`src/rtl/axi_llc_write_unit_mq.sv`:
```
// axi_llc_write_unit_mq: LLC write unit streaming buffered W beats to the data ways, with per-burst B responses.
// Optional saturating performance counters are enabled by defining AXI_LLC_WRITE_UNIT_PERF_EN.
package axi_llc_wu_pkg;
  localparam int unsigned AddrWidth         = 32;
  localparam int unsigned IdWidth           = 4;
  localparam int unsigned DataWidth         = 64;
  localparam int unsigned StrbWidth         = DataWidth / 8;
  localparam int unsigned ByteOffsetLength  = 3;
  localparam int unsigned BlockOffsetLength = 5;
  localparam int unsigned IndexLength       = 8;
  localparam int unsigned SetAssociativity  = 4;
  localparam logic [1:0] BurstFixed = 2'b00;
  localparam logic [1:0] BurstIncr  = 2'b01;
  localparam logic [1:0] BurstWrap  = 2'b10;
  localparam logic [1:0] RespOkay   = 2'b00;
  localparam logic [1:0] RespSlvErr = 2'b10;
  localparam logic [1:0] WChanUnit  = 2'd2;
  typedef struct packed {
    logic [IdWidth-1:0]          a_x_id;
    logic [AddrWidth-1:0]        a_x_addr;
    logic [7:0]                  a_x_len;
    logic [2:0]                  a_x_size;
    logic [1:0]                  a_x_burst;
    logic [1:0]                  x_resp;
    logic                        x_last;
    logic [SetAssociativity-1:0] way_ind;
  } desc_t;
  typedef struct packed {
    logic [DataWidth-1:0] data;
    logic [StrbWidth-1:0] strb;
    logic                 last;
  } w_chan_t;
  typedef struct packed {
    logic [IdWidth-1:0] id;
    logic [1:0]         resp;
  } b_chan_t;
  typedef struct packed {
    logic [1:0]                   cache_unit;
    logic [SetAssociativity-1:0]  way_ind;
    logic [IndexLength-1:0]       line_addr;
    logic [BlockOffsetLength-1:0] blk_offset;
    logic                         we;
    logic [DataWidth-1:0]         data;
    logic [StrbWidth-1:0]         strb;
  } way_inp_t;
  typedef struct packed {
    logic [IndexLength-1:0]      index;
    logic [SetAssociativity-1:0] way_ind;
  } lock_t;
endpackage

// Registered-output stream FIFO: a pushed entry becomes visible the cycle after the push.
module axi_llc_wu_fifo #(
  parameter int unsigned Depth = 2,
  parameter type data_t = logic
) (
  input  logic  clk_i,
  input  logic  rst_ni,
  input  logic  push_i,
  input  data_t data_i,
  input  logic  pop_i,
  output data_t data_o,
  output logic  full_o,
  output logic  empty_o
);
  localparam int unsigned PtrW = Depth > 1 ? $clog2(Depth) : 1;
  localparam logic [PtrW-1:0] PtrMax = PtrW'(Depth - 1);
  localparam logic [PtrW:0] CntMax = (PtrW + 1)'(Depth);
  data_t r_mem [Depth];
  logic [PtrW-1:0] r_wptr, r_rptr;
  logic [PtrW:0] r_cnt;
  logic w_push, w_pop;
  assign full_o  = r_cnt == CntMax;
  assign empty_o = r_cnt == '0;
  assign w_push  = push_i & ~full_o;
  assign w_pop   = pop_i & ~empty_o;
  assign data_o  = r_mem[r_rptr];
  always_ff @(posedge clk_i or negedge rst_ni) begin
    if (!rst_ni) begin
      for (int unsigned i = 0; i < Depth; i++) r_mem[i] <= '0;
      r_wptr <= '0;
      r_rptr <= '0;
      r_cnt  <= '0;
    end else begin
      if (w_push) r_mem[r_wptr] <= data_i;
      if (w_push) r_wptr <= r_wptr == PtrMax ? '0 : r_wptr + 1'b1;
      if (w_pop) r_rptr <= r_rptr == PtrMax ? '0 : r_rptr + 1'b1;
      r_cnt <= r_cnt + (PtrW + 1)'(w_push) - (PtrW + 1)'(w_pop);
    end
  end
endmodule

module axi_llc_write_unit_mq
  import axi_llc_wu_pkg::*;
#(
  parameter int unsigned WBufDepth = 4,
  parameter int unsigned DescDepth = 2,
  parameter int unsigned BDepth    = 2
) (
  input  logic     clk_i,
  input  logic     rst_ni,
  input  logic     test_i,
  input  desc_t    desc_i,
  input  logic     desc_valid_i,
  output logic     desc_ready_o,
  input  w_chan_t  w_chan_slv_i,
  input  logic     w_chan_valid_i,
  output logic     w_chan_ready_o,
  output b_chan_t  b_chan_slv_o,
  output logic     b_chan_valid_o,
  input  logic     b_chan_ready_i,
  output way_inp_t way_inp_o,
  output logic     way_inp_valid_o,
  input  logic     way_inp_ready_i,
  output lock_t    w_unlock_o,
  output logic     w_unlock_req_o,
  input  logic     w_unlock_gnt_i
`ifdef AXI_LLC_WRITE_UNIT_PERF_EN
  ,
  output logic [31:0] perf_beats_o,
  output logic [31:0] perf_drop_o,
  output logic [31:0] perf_stall_o
`endif
);
  typedef enum logic [1:0] {IDLE, WRITE, DROP} state_e;
  localparam int unsigned IdxLsb = ByteOffsetLength + BlockOffsetLength;
  state_e r_state, w_state_next;
  desc_t r_desc, w_desc_head;
  w_chan_t w_w_head;
  b_chan_t w_b_data;
  logic [8:0] r_wrap_len;
  logic r_err;
  logic w_desc_empty, w_desc_full, w_w_empty, w_w_full, w_b_empty, w_b_full;
  logic w_last_beat, w_gate, w_fire, w_done, w_load, w_b_push, w_w_valid;
  logic [AddrWidth-1:0] w_nb, w_incr, w_mask, w_next_addr;
  logic w_unused;
  assign w_unused = ^{test_i, w_w_head.last};

  axi_llc_wu_fifo #(.Depth(DescDepth), .data_t(desc_t)) u_desc_fifo (
    .clk_i, .rst_ni, .push_i(desc_valid_i), .data_i(desc_i), .pop_i(w_load),
    .data_o(w_desc_head), .full_o(w_desc_full), .empty_o(w_desc_empty)
  );
  axi_llc_wu_fifo #(.Depth(WBufDepth), .data_t(w_chan_t)) u_w_fifo (
    .clk_i, .rst_ni, .push_i(w_chan_valid_i), .data_i(w_chan_slv_i), .pop_i(w_fire),
    .data_o(w_w_head), .full_o(w_w_full), .empty_o(w_w_empty)
  );
  axi_llc_wu_fifo #(.Depth(BDepth), .data_t(b_chan_t)) u_b_fifo (
    .clk_i, .rst_ni, .push_i(w_b_push), .data_i(w_b_data), .pop_i(b_chan_ready_i),
    .data_o(b_chan_slv_o), .full_o(w_b_full), .empty_o(w_b_empty)
  );

  assign desc_ready_o   = ~w_desc_full;
  assign w_chan_ready_o = ~w_w_full;
  assign b_chan_valid_o = ~w_b_empty;
  assign w_w_valid      = ~w_w_empty;
  assign w_last_beat    = r_desc.a_x_len == '0;
  // Only the closing beat of a whole burst needs room in the B queue.
  assign w_gate = w_unlock_gnt_i & (~w_last_beat | ~r_desc.x_last | ~w_b_full);
  assign way_inp_valid_o = (r_state == WRITE) & w_w_valid & w_gate;
  assign w_fire = (r_state == WRITE) ? way_inp_valid_o & way_inp_ready_i
                                     : (r_state == DROP) & w_w_valid & w_gate;
  assign w_done         = w_fire & w_last_beat;
  assign w_load         = ~w_desc_empty & ((r_state == IDLE) | w_done);
  assign w_unlock_req_o = w_done;
  assign w_b_push       = w_done & r_desc.x_last;
  assign w_b_data = '{id: r_desc.a_x_id,
                      resp: (r_err | r_desc.x_resp == RespSlvErr) ? RespSlvErr : RespOkay};

  assign w_nb   = AddrWidth'(1) << r_desc.a_x_size;
  assign w_incr = (r_desc.a_x_addr + w_nb) & ~(w_nb - AddrWidth'(1));
  assign w_mask = (AddrWidth'(r_wrap_len) << r_desc.a_x_size) - AddrWidth'(1);
  assign w_next_addr = r_desc.a_x_burst == BurstFixed ? r_desc.a_x_addr
                     : r_desc.a_x_burst == BurstWrap  ? (r_desc.a_x_addr & ~w_mask) | (w_incr & w_mask)
                     : w_incr;

  assign way_inp_o = '{cache_unit: WChanUnit, way_ind: r_desc.way_ind,
                       line_addr: r_desc.a_x_addr[IdxLsb +: IndexLength],
                       blk_offset: r_desc.a_x_addr[ByteOffsetLength +: BlockOffsetLength],
                       we: 1'b1, data: w_w_head.data, strb: w_w_head.strb};
  assign w_unlock_o = '{index: r_desc.a_x_addr[IdxLsb +: IndexLength], way_ind: r_desc.way_ind};

  always_comb begin
    w_state_next = r_state;
    if (w_load) w_state_next = w_desc_head.x_resp == RespSlvErr ? DROP : WRITE;
    else if (w_done) w_state_next = IDLE;
  end

  always_ff @(posedge clk_i or negedge rst_ni) begin
    if (!rst_ni) r_state <= IDLE;
    else r_state <= w_state_next;
  end

  always_ff @(posedge clk_i or negedge rst_ni) begin
    if (!rst_ni) begin
      r_desc     <= '0;
      r_wrap_len <= '0;
      r_err      <= 1'b0;
    end else begin
      if (w_load) begin
        r_desc     <= w_desc_head;
        r_wrap_len <= {1'b0, w_desc_head.a_x_len} + 9'd1;
      end else if (w_fire & ~w_last_beat) begin
        r_desc.a_x_len  <= r_desc.a_x_len - 8'd1;
        r_desc.a_x_addr <= w_next_addr;
      end
      if (w_done) r_err <= r_desc.x_last ? 1'b0 : r_err | (r_desc.x_resp == RespSlvErr);
    end
  end

`ifdef AXI_LLC_WRITE_UNIT_PERF_EN
  logic [31:0] r_perf_beats, r_perf_drop, r_perf_stall;
  logic w_stall;
  assign w_stall      = (r_state != IDLE) & w_w_valid & ~w_gate;
  assign perf_beats_o = r_perf_beats;
  assign perf_drop_o  = r_perf_drop;
  assign perf_stall_o = r_perf_stall;
  always_ff @(posedge clk_i or negedge rst_ni) begin
    if (!rst_ni) begin
      r_perf_beats <= '0;
      r_perf_drop  <= '0;
      r_perf_stall <= '0;
    end else begin
      if (w_fire & (r_state == WRITE) & ~&r_perf_beats) r_perf_beats <= r_perf_beats + 32'd1;
      if (w_fire & (r_state == DROP) & ~&r_perf_drop) r_perf_drop <= r_perf_drop + 32'd1;
      if (w_stall & ~&r_perf_stall) r_perf_stall <= r_perf_stall + 32'd1;
    end
  end
`endif
endmodule

```
`config.mk`:
```
export PLATFORM = sky130hd
export DESIGN_NAME = axi_llc_write_unit_mq
export DESIGN_NICKNAME = d
export VERILOG_FILES = /design/src/rtl/axi_llc_write_unit_mq.sv
export SDC_FILE = /design/constraint.sdc
export NUM_CORES = 1
export LEC_CHECK = 0
export CAP_MARGIN = 20
export CORE_AREA = 2 2 265 267
export DETAILED_ROUTE_END_ITERATION = 6
export DIE_AREA = 0 0 267 269
export REMOVE_ABC_BUFFERS = 1
export SETUP_SLACK_MARGIN = 0.3
export SKIP_LAST_GASP = 1
export SLEW_MARGIN = 20
export SYNTH_ARGS = -nofsm -noshare
export SYNTH_HDL_FRONTEND = slang
export SYNTH_SLANG_ARGS = --single-unit
```
`constraint.sdc`:
```
create_clock -name clk_i -period 5.3 [get_ports clk_i]
set_input_delay 1.06 -clock clk_i [delete_from_list [all_inputs] [get_ports clk_i]]
set_output_delay 1.06 -clock clk_i [all_outputs]
set_load 0.02 [all_outputs]
```
==> PnR_summary.wiki <==
{| class="wikitable"
! Metric !! Value
|-
| Outcome || complete, no violations
|-
| Effective utilization at floorplan || 30.63%
|-
| Max-slew violations || 0
|-
| Internal power || 0.009594 W
|-
| TritonRoute pass-1 iters || 5
|-
| Number of nets with antenna violations after routing || 0
|-
| Via count || 13340
|-
| Cells along the critical path || buf_4 > mux4_2 > clkdlybuf4s50_1
|-
| First-pass GRT wire length || 81850 microns
|-
| Portion of the post-synthesis area used by sequential elements || 52.46%
|-
| Setup repair after global routing missed its margin || false
|-
| Least-Margin Pin Slew || 1012 ps
|-
| Clock latency on the worst-skew pair || 600 ps
|-
| Util after Layout || 37.72%
|-
| Final setup violation count || 0
|-
| Cell variety after synth || 77
|-
| PostCTS Resize Cnt || 0
|-
| Last weighted congestion value of the routability-driven placer || 0.8339
|-
| Tightest Hold Check Type || in2async
|-
| Share of power burned in the clock network || 26.7%
|-
| Flip-flop cell with the highest count after synthesis || dfrtp_1
|-
| Required time at the endpoint of the critical path || 4240 ps
|-
| Die X-Extent || 267 microns
|-
| Row cnt || 97
|-
| Arithmetic-cell share of the synthesized area counting full adders, half adders and majority gates || 1.497%
|-
| Clock buffer count from CTS || 51
|-
| Area of placed instances || 0.02438 sq mm
|-
| Async S/R FF share, synth || 100.0%
|-
| Synthesis-stage register bit count || 445
|-
| Multi-input combinational cell area || 0.009435 sq mm
|-
| Number of antenna violations at the first check in global routing || 7
|-
| # port buffers || 229
|-
| Total negative slack || 0 ps
|-
| Clock tree from TritonCTS || yes
|-
| Total leakage power || 10.75 nW
|-
| Number of buffers inserted to repair setup after CTS || 0
|-
| Number of hold buffers added after CTS || 0
|-
| Cell with the biggest individual delay on the critical path || dfrtp_4
|-
| Slowest cell delay on critical path || 880 ps
|-
| Sw frac || 29.42%
|-
| Final global-route overflow total || 0
|-
| H-Tree Depth || 2
|-
| Ant. Diodes || 0
|-
| Largest fanout on the critical path || 30
|-
| Arrival time at the worst endpoint || 3140 ps
|-
| Dominant combinational cell family by area after synthesis || multiplexers
|-
| Die Footprint || 0.07182 sq mm
|-
| P&R area growth vs syn || 23.16%
|-
| Worst clock skew on the final layout || 26.72 ps
|-
| Max Cap Viol || 0
|-
| Clock input transition at the sequential cells of the worst setup and hold paths || 60 ps
|-
| Total net switching power || 0.003998 W
|-
| Clock tree sinks || 445
|-
| Final layout net count || 1899
|-
| Placeable core region || 0.06930 sq mm
|-
| Flop-to-flop setup slack || 1500 ps
|-
| Largest net degree at the start of global routing || 109
|-
| Fraction of layout cells with a size suffix above 1 || 33.75%
|-
| Xor/xnor cell area share of the yosys netlist || 1.568%
|-
| Routed WL per cell || 19.15 microns
|-
| Number of synthesized flops with an enable pin || 0
|-
| Peak supply drop || 0.0003133 V
|-
| Post-synthesis instance total || 1553
|-
| Mapped cell area || 0.02123 sq mm
|-
| Summed area of non-filler cells in the final layout || 0.02614 sq mm
|-
| Clock root buffer || clkbuf_16
|-
| Seq pwr share || 41.4%
|-
| Rel. slew slack || 32.51%
|-
| Critical Path Start Type || flop
|-
| Number of DRC markers after the initial detailed-route iteration || 811
|-
| Portion of netlist area occupied by mux cells || 31.08%
|-
| Detailed placer's ending HPWL || 34470 microns
|-
| Number of warning messages in the yosys log || 0
|-
| Simple logic cell fraction of the synthesized area || 5.022%
|-
| Number of hold-slack violations in the final timing report || 0
|-
| Logic pwr share || 31.9%
|-
| Post-DR vias/cell || 4.913
|-
| Max Fclk || 238.1 MHz
|-
| Compound-cell area share of the yosys netlist || 4.940%
|-
| Footprint of the flip-flops and latches || 0.01114 sq mm
|-
| Kind of capture point of the worst setup path || output port
|-
| Wirelength, routed || 52000 microns
|-
| Category of the critical setup timing path || reg2out
|-
| Number of remaining DRC errors || 0
|-
| Pwr per Cell Area || 519.9 mW/mm^2
|-
| Final critical path time including I/O delays and setup || 4200 ps
|-
| Total I/O pin count || 252
|-
| Die extent in y || 269 microns
|-
| Total global-route track usage || 14.50%
|-
| Share of the clock period used by the worst path after layout || 79.25%
|-
| Maximum clock path buffer count || 3
|-
| Mean Syn Cell Area || 13.67 sq um
|-
| Fill cell total of the finished layout || 6574
|-
| Number of global-route vias before repair || 14240
|}
per-layer routing:
metal / global-route usage, % / share of wire (%)
met4: 3.705 / 2.1
met2: 24.23 / 49
met1: 18.19 / 43
met5: 0 / 0.19
met3: 4.621 / 6.6
cell usage after synthesis, drive strengths merged (6+ instances only):
cell / number / share of area [%]
nand2: 73 / 1.3
ha: 23 / 1.4
mux4: 73 / 7.7
nand3: 18 / 0.42
a31oi: 6 / 0.18
o211ai: 7 / 0.25
mux2: 395 / 21
nand2b: 12 / 0.35
xor2: 18 / 0.74
nor2: 48 / 0.85
a21oi: 31 / 0.73
buf: 59 / 1.8
o22ai: 8 / 0.24
inv: 28 / 0.50
and2: 7 / 0.22
nor2b: 18 / 0.53
xnor2: 20 / 0.83
or2: 6 / 0.18
clkbuf: 64 / 1.1
nor4: 7 / 0.21
mux2i: 50 / 2.4
dfrtp: 445 / 52
o21ai: 46 / 1.1
worst paths after layout:
path | cells past startpoint | start | end
worst max-delay path | 3 | u_w_fifo.r_rptr[0]$_DFFE_PN0P_ | way_inp_o[13]
worst max register to register | 9 | r_desc[9]$_DFFE_PN0N_ | flop
worst min register to register | 2 | r_desc[5]$_DFFE_PN0N_ | r_desc[5]$_DFFE_PN0N_
min in group clk_i | 2 | r_desc[5]$_DFFE_PN0N_ | r_desc[5]$_DFFE_PN0N_
max in group asynchronous | 2 | rst_ni | u_w_fifo.r_mem[27]$_DFFE_PN0P_
worst min-delay path | 1 | rst_ni | u_desc_fifo.r_mem[12]$_DFFE_PN0P_
through the flow:
stage / hold WS (ps) / cells / setup slack (ps) / total power [W]
2_1_floorplan: 444.4 / 1432 / -1291 / 0.008463
3_3_place_gp: 467.0 / 2625 / 1256 / 0.009826
3_5_place_dp: 474.1 / 2625 / 1242 / 0.01009
4_1_cts: 455.2 / 2715 / 966.6 / 0.01381
5_1_grt: 478.8 / 2715 / 856.1 / 0.01438
6_report: 420.9 / 2715 / 1100 / 0.01359
flip-flops by register name, indices dropped and copies added, names as in the netlist, 2 cells and up, named ones only:
register           flops
r_desc                20
u_w_fifo.r_cnt         3
r_wrap_len             9
w_unlock_o             4
u_w_fifo.r_wptr        2
u_b_fifo.r_cnt         2
r_state                2
u_w_fifo.r_rptr        2
u_b_fifo.r_mem        10
u_w_fifo.r_mem       288
u_desc_fifo.r_mem     80
u_desc_fifo.r_cnt      2
cell families after synthesis:
kind of cell / Yosys count
and+or+nand+nor: 215
muxes: 518
adders and majority gates: 25
AOI/OAI and AO/OA: 159
xor gates and xnor gates: 38
other: 2
DFF: 445
buffers and inverters: 151
critical path, delay by kind of cell, from the launching register on:
kind	cells	cell delay, ps
buffers and inverters	2	1090
flip-flops	1	880
multiplexers	1	560
power by group through the flow:
stage | Sequential [W] | Clock, W | Combinational, W
2_1_floorplan | 0.00540 | 0 | 0.00306
5_1_grt | 0.00581 | 0.00390 | 0.00467
6_report | 0.00562 | 0.00363 | 0.00434
3_3_place_gp | 0.00554 | 0 | 0.00428
4_1_cts | 0.00562 | 0.00376 | 0.00443
3_5_place_dp | 0.00568 | 0 | 0.00441
cell type report:
class / count / share of cell area (%)
Sequential cell: 445 / 42.63
Multi-Input combinational cell: 959 / 36.09
Timing Repair Buffer: 253 / 9.668
Clock buffer: 72 / 5.724
Tap cell: 940 / 4.499
Clock inverter: 18 / 0.9859
Inverter: 28 / 0.4020
placed cells by master, fill, tap and decap left out, drive strengths merged, types with 20 or more instances in the layout:
master / count
ha: 23
mux4: 73
clkbuf: 72
mux2: 395
dfrtp: 445
o21ai: 46
xnor2: 20
a21oi: 31
clkdlybuf4s50: 228
nand2: 73
mux2i: 50
buf: 25
nor2: 48
inv: 31
No activity file was read; power rests on OpenSTA's default activity.
